## src/rtl/alarm_display_pkg.sv

```systemverilog
// rtl/alarm_display_pkg.sv - shared ASCII constants, alarm state type and BCD conversion
package alarm_display_pkg;

    localparam logic [7:0] ASCII_ZERO  = 8'h30;
    localparam logic [7:0] ASCII_ONE   = 8'h31;
    localparam logic [7:0] ASCII_TWO   = 8'h32;
    localparam logic [7:0] ASCII_THREE = 8'h33;
    localparam logic [7:0] ASCII_FOUR  = 8'h34;
    localparam logic [7:0] ASCII_FIVE  = 8'h35;
    localparam logic [7:0] ASCII_SIX   = 8'h36;
    localparam logic [7:0] ASCII_SEVEN = 8'h37;
    localparam logic [7:0] ASCII_EIGHT = 8'h38;
    localparam logic [7:0] ASCII_NINE  = 8'h39;
    localparam logic [7:0] ASCII_ERROR = 8'h3A;
    localparam logic [7:0] ASCII_BLANK = 8'h20;

    typedef enum logic [1:0] {
        IDLE,
        RINGING,
        ACKED
    } alarm_state_t;

    // Non-decimal nibbles render as ':' so a corrupt BCD digit is visible on the display
    function automatic logic [7:0] bcd_to_ascii(input logic [3:0] bcd);
        return (bcd <= 4'd9) ? (ASCII_ZERO + {4'd0, bcd}) : ASCII_ERROR;
    endfunction

endpackage

```

## src/rtl/alarm_display_ctrl_digit.sv

```systemverilog
// rtl/alarm_display_ctrl_digit.sv - single combinational BCD digit to ASCII converter
module bcd_ascii_digit
    import alarm_display_pkg::*;
(
    input  logic [3:0] bcd,
    output logic [7:0] ascii
);

    assign ascii = bcd_to_ascii(bcd);

endmodule

```

## src/rtl/alarm_display_ctrl.sv

```systemverilog
// rtl/alarm_display_ctrl.sv - multi-digit alarm display: source select, blink, scan and alarm FSM
module alarm_display_ctrl
    import alarm_display_pkg::*;
#(
    parameter int NUM_DIGITS   = 4,
    parameter int SCAN_DIV     = 50000,
    parameter int BLINK_DIV    = 12500000,
    parameter int ALARM_CYCLES = 600000000
)
(
    input  logic                      clk,
    input  logic                      reset,
    input  logic                      show_a,
    input  logic                      show_new_time,
    input  logic                      alarm_en,
    input  logic                      stop_alarm,
    input  logic [4*NUM_DIGITS-1:0]   alarm_time,
    input  logic [4*NUM_DIGITS-1:0]   current_time,
    input  logic [4*NUM_DIGITS-1:0]   key,
    output logic                      sound_alarm,
    output logic [8*NUM_DIGITS-1:0]   display_time,
    output logic [NUM_DIGITS-1:0]     scan_sel,
    output logic [7:0]                scan_char
);

    localparam int SCAN_W  = $clog2(SCAN_DIV);
    localparam int BLINK_W = $clog2(BLINK_DIV);
    localparam int RING_W  = $clog2(ALARM_CYCLES);
    localparam int IDX_W   = $clog2(NUM_DIGITS);

    logic [4*NUM_DIGITS-1:0] src_bcd;
    logic [8*NUM_DIGITS-1:0] ascii_all;
    logic [8*NUM_DIGITS-1:0] disp_next;
    logic [SCAN_W-1:0]       scan_cnt;
    logic [IDX_W-1:0]        scan_idx;
    logic [IDX_W-1:0]        idx_next;
    logic                    scan_tc;
    logic [BLINK_W-1:0]      blink_cnt;
    logic                    blink_phase;
    logic [RING_W-1:0]       ring_cnt;
    logic                    match;
    alarm_state_t            state;

    always_comb begin
        src_bcd = current_time;
        if (show_new_time)
            src_bcd = key;
        else if (show_a)
            src_bcd = alarm_time;
    end

    for (genvar g = 0; g < NUM_DIGITS; g++) begin : g_digit
        bcd_ascii_digit u_digit (
            .bcd   (src_bcd[4*g +: 4]),
            .ascii (ascii_all[8*g +: 8])
        );
    end

    // Blanking only applies to the key entry; other sources show immediately when it ends
    always_comb begin
        disp_next = ascii_all;
        if (show_new_time && !blink_phase)
            disp_next = {NUM_DIGITS{ASCII_BLANK}};
    end

    always_comb begin
        scan_tc  = (scan_cnt == SCAN_W'(SCAN_DIV - 1));
        idx_next = scan_idx;
        if (scan_tc)
            idx_next = (scan_idx == IDX_W'(NUM_DIGITS - 1)) ? '0 : scan_idx + IDX_W'(1);
    end

    assign match = alarm_en && (current_time == alarm_time);

    always_ff @(posedge clk) begin
        if (reset) begin
            blink_cnt   <= '0;
            blink_phase <= 1'b1;
        end else if (!show_new_time) begin
            blink_cnt   <= '0;
            blink_phase <= 1'b1;
        end else if (blink_cnt == BLINK_W'(BLINK_DIV - 1)) begin
            blink_cnt   <= '0;
            blink_phase <= ~blink_phase;
        end else begin
            blink_cnt   <= blink_cnt + BLINK_W'(1);
        end
    end

    // scan_sel and scan_char are loaded from the same next-state values as display_time
    always_ff @(posedge clk) begin
        if (reset) begin
            scan_cnt     <= '0;
            scan_idx     <= '0;
            scan_sel     <= NUM_DIGITS'(1);
            scan_char    <= ASCII_BLANK;
            display_time <= {NUM_DIGITS{ASCII_BLANK}};
        end else begin
            scan_cnt     <= scan_tc ? '0 : scan_cnt + SCAN_W'(1);
            scan_idx     <= idx_next;
            scan_sel     <= NUM_DIGITS'(1) << idx_next;
            scan_char    <= disp_next[8*int'(idx_next) +: 8];
            display_time <= disp_next;
        end
    end

    always_ff @(posedge clk) begin
        if (reset) begin
            state       <= IDLE;
            sound_alarm <= 1'b0;
            ring_cnt    <= '0;
        end else begin
            case (state)
                IDLE: begin
                    if (match && stop_alarm) begin
                        state <= ACKED;
                    end else if (match) begin
                        state       <= RINGING;
                        sound_alarm <= 1'b1;
                        ring_cnt    <= '0;
                    end
                end
                RINGING: begin
                    if (stop_alarm || !alarm_en || ring_cnt == RING_W'(ALARM_CYCLES - 1)) begin
                        state       <= ACKED;
                        sound_alarm <= 1'b0;
                    end else begin
                        ring_cnt <= ring_cnt + RING_W'(1);
                    end
                end
                ACKED: begin
                    // Stay silent for the rest of the matching minute
                    if (current_time != alarm_time)
                        state <= IDLE;
                end
                default: begin
                    state       <= IDLE;
                    sound_alarm <= 1'b0;
                end
            endcase
        end
    end

endmodule
```

## config.mk

```make
export PLATFORM = sky130hd
export DESIGN_NAME = alarm_display_ctrl
export DESIGN_NICKNAME = d
export VERILOG_FILES = /design/src/rtl/alarm_display_pkg.sv /design/src/rtl/alarm_display_ctrl_digit.sv /design/src/rtl/alarm_display_ctrl.sv
export SDC_FILE = /design/constraint.sdc
export NUM_CORES = 1
export LEC_CHECK = 0
export ABC_AREA = 0
export CAP_MARGIN = 30
export CORE_ASPECT_RATIO = 1.1
export CORE_MARGIN = 1.5
export CORE_UTILIZATION = 45
export CTS_BUF_LIST = sky130_fd_sc_hd__clkbuf_8
export DETAILED_ROUTE_END_ITERATION = 16
export PLACE_DENSITY = 0.8
export SETUP_SLACK_MARGIN = 0.1
export SYNTH_ARGS = -nofsm -noshare
export SYNTH_HDL_FRONTEND = slang
export SYNTH_SLANG_ARGS = --single-unit
export TNS_END_PERCENT = 5
```

## constraint.sdc

```tcl
create_clock -name clk -period 5.3 [get_ports clk]
set_input_delay 0.53 -clock clk [delete_from_list [all_inputs] [get_ports clk]]
set_output_delay 0.53 -clock clk [all_outputs]
set_load 0.03 [all_outputs]
```

==> impl_metrics.py <==
metrics = {
    "synthesis": {
        "ys_seq_area_share_pct": 39.4,
        "yosys.area.top_type": "dfxtp_1",
        "syn_area_sq_um": 5130,
        "syn-instance-count": 585,
        "yosysTopAreaCellShare_pct": 39.4,
        "ys_ff_latch": 101,
        "synth_edf_count": 0,
        "synthDistinctLibCells": 63,
        "synthArstFlopShare_pct": 0,
        "syn_avg_cell_area_sq_um": 8.78,
        "yosysWarnings": 0,
        "ys_top_cells_by_area": "dfxtp_1, nor2_1, xnor2_1, mux2i_1, xor2_1",
        "synthFlopType": "dfxtp_1",
    },
    "worst_setup_path": {
        "arrival_ns": 2.96,
        "cp_common_cell": "a21oi_1",
        "startpoint_type": "primary input",
        "r2r_cells": 6,
        "worstSetupPathType": "in2reg",
        "endpoint_kind": "flop",
        "r2r_setup_slack_ns": 2.64,
        "crit_required_ns": 5.58,
        "slowest_stage": "clkdlybuf4s50_1",
        "cp_max_fo": 18,
        "r2r-start": "ring_cnt[0]",
        "worstPathCellList": "clkdlybuf4s50_1 > mux2_1 > mux2i_1 > a21oi_1 > a2111oi_1 > a21oi_1 > a211oi_1",
        "slowest_delay_ns": 0.98,
        "worst_r2r_endpoint": "ring_cnt[19]",
    },
    "cts": {
        "cts_num_sinks": 101,
        "cts_tree": "yes",
        "path_clk_slew_ns": 0.10,
        "cts_hold_buffers": 0,
        "clock_latency_ns": 0.36,
        "cts_made_buffers": 9,
        "cts_root_buf": "clkbuf_8",
        "clk_path_buf_depth": 2,
        "cts_resized": 0,
        "cts_setup_buffers": 0,
        "htree_levels": 3,
    },
    "grt": {
        "grt_first_pass_wirelength_mm": 19.7,
        "grtUsageTotal_pct": 20.1,
        "grt_pass1_vias": 4305,
        "antenna_found_initial": 0,
        "grt_max_degree": 34,
        "gr-total-overflow": 0,
    },
    "pwr": {
        "internal-power_uw": 1040,
        "switching_share_pct": 26.7,
        "clkPwrFrac_pct": 30.7,
        "ir_worst_vdd_uv": 132,
        "p_leak_uw": 0.00213,
        "switchingPower_uw": 379,
        "power_frac_seq_pct": 55.0,
        "p_per_area_nw_per_um2": 231,
        "power_frac_comb_pct": 14.3,
    },
    "timing": {
        "finalHoldViolations": 0,
        "setup_tns_ns": 0,
        "rsz0062_at_grt": "false",
        "fin_skew_ns": 0.0142,
        "worst_pin_slew_ns": 1.05,
        "slew_headroom_pct": 29.8,
        "finalMaxSlewViolations": 0,
        "fmaxAchievable_ghz": 0.374,
        "finalCritPeriodShare_pct": 50.5,
        "setup_viol": 0,
        "fin_crit_ns": 2.68,
    },
    "floorplanning": {
        "die_w_microns": 105,
        "die_h_microns": 115,
        "rows": 40,
        "start_util_pct": 46.6,
        "io_pins": 99,
        "core-area_sq_um": 11000,
        "die_area_sq_um": 12100,
    },
    "layout": {
        "layout.nets": 714,
        "syn_to_final_growth_pct": 19.7,
        "nFillCells": 946,
        "diodes": 0,
        "final_cell_area_sq_um": 6150,
        "layout-drive-gt1-share_pct": 6.96,
    },
    "place": {
        "portBuffers": 83,
        "dpl.hpwl_mm": 8.90,
        "place_area_sq_um": 5970,
        "gp_congestion": 0.923,
    },
    "worst_hold_path": {
        "hold_class": "reg2reg",
        "hp-start": "scan_cnt[0]",
        "min_to": "scan_cnt[0]",
        "hold_path_depth": 1,
    },
    "route": {
        "drt-total-wl_mm": 12.0,
        "ant_nets": 0,
        "drc_errors": 0,
        "drt_iter0_markers": 269,
        "vias": 4471,
        "drt_pre_antenna_iters": 5,
        "wl_per_cell_microns": 14.8,
        "viasPerCell": 5.53,
    },
    "run_status": {
        "status": "finished clean",
    },
    "run": {
        "drv_cap": 0,
    },
}
worst max path at each step:
stage	to	slack, ns	cells past startpoint	from
final	scan_char[0]	2.62	7	show_a
after global routing	scan_char[0]	2.44	7	show_a
after CTS	scan_char[0]	2.66	7	show_a
after detailed placement	scan_char[0]	2.27	7	show_a
after global placement	scan_char[0]	2.26	7	show_a
after floorplan	scan_char[3]	3.23	7	scan_cnt[0]
logic make-up after synthesis:
family	Yosys count	share of synthesized area (%)
xor gates and xnor gates	50	8.53
buffers and inverters	49	5.82
other	2	0.146
AOI/OAI and AO/OA	94	12.8
muxes	34	7.48
and+or+nand+nor	251	24.9
DFF	101	39.4
adders and majority gates	4	0.975
critical path, delay by kind of cell:
kind	cells	cell delay, ns
compound gates	4	0.74
buf+inv	1	0.98
mux	2	0.68
routing by layer:
| metal | wire (microns) | global-route usage, % |
|---|---|---|
| met4 | 189 | 8.22 |
| met2 | 5930 | 36.9 |
| met3 | 658 | 3.97 |
| met5 | 0 | 0 |
| met1 | 5190 | 23.0 |
flip-flops by register name, summed over array words and instances (netlist names):
signal and cells:
ring_cnt 30, blink_cnt 24, display_time 16, scan_cnt 16, scan_char 5, scan_sel 4, scan_idx 2, state 2
blink_phase 1, sound_alarm 1
cells in the mapped netlist (all sizes together) (4+ instances only):
cell type and instances:
dfxtp 101, nor2 93, nand2 39, buf 33, xnor2 31, a21oi 30, nand3 26, nand4 23
mux2i 20, xor2 19, nor3 17, o21ai 14, mux2 12, inv 10, a31oi 9, a211oi 8
a311oi 8, and3 8, nand2b 8, clkbuf 6, nor4 6, nor2b 5, o21a 5, or3 5
and2 4, and4 4, ha 4, nor4b 4
cells in the final DEF, fill, tap and decap left out, types with 3 or more instances in the layout:
cell             netlist  final
a211oi_1               6      6
a21o_1                 3      3
a21oi_1               27     27
a21oi_2                3      3
a311oi_1               4      4
a311oi_2               4      4
a31oi_1                9      9
and2_1                 4      4
and3_1                 8      8
and4_1                 3      3
clkbuf_8               0      9
clkdlybuf4s50_1        0     83
conb_1                 2     15
dfxtp_1              101    101
ha_1                   4      4
inv_1                 10     11
mux2_1                 5      5
mux2_2                 7      7
mux2i_1               19     19
nand2_1               38     38
nand2b_1               8      8
nand3_1               25     25
nand4_1               23     23
nor2_1                93     93
nor2b_1                5      5
nor3_1                17     17
nor4_1                 3      3
nor4b_1                4      4
o21a_1                 5      5
o21ai_0               12     12
o22a_1                 3      3
or3_1                  5      5
xnor2_1               31     31
xor2_1                19     19
power by group through the flow:
stage | sequential [uW] | clock, uW | combinational, uW
finish | 780 | 435 | 203
global route | 781 | 485 | 216
CTS | 780 | 453 | 203
detailed placement | 797 | 0 | 202
global placement | 797 | 0 | 199
floorplan | 820 | 0 | 101
area by class of cell:
cell class              instances  area, sq um  area share, %
clock buffers                   9          124           2.02
clock inverters                 7         50.0          0.814
inverters                      10         37.5          0.611
multi-input cells             448         2870           46.7
flip-flops and latches        101         2020           32.9
well taps                     147          184           2.99
repair buffers                 86          861           14.0
per-stage QoR:
step,hold slack (ns),cells,utilization (%),power (uW),setup WS [ns]
finish,0.474,808,55.8,1420,2.62
global route,0.495,808,55.8,1480,2.44
global placement,0.438,790,54.0,996,2.26
CTS,0.477,808,55.8,1440,2.66
floorplan,0.430,598,-,921,3.23
detailed placement,0.461,792,54.2,999,2.27
Power figures use the tool's default switching activity.
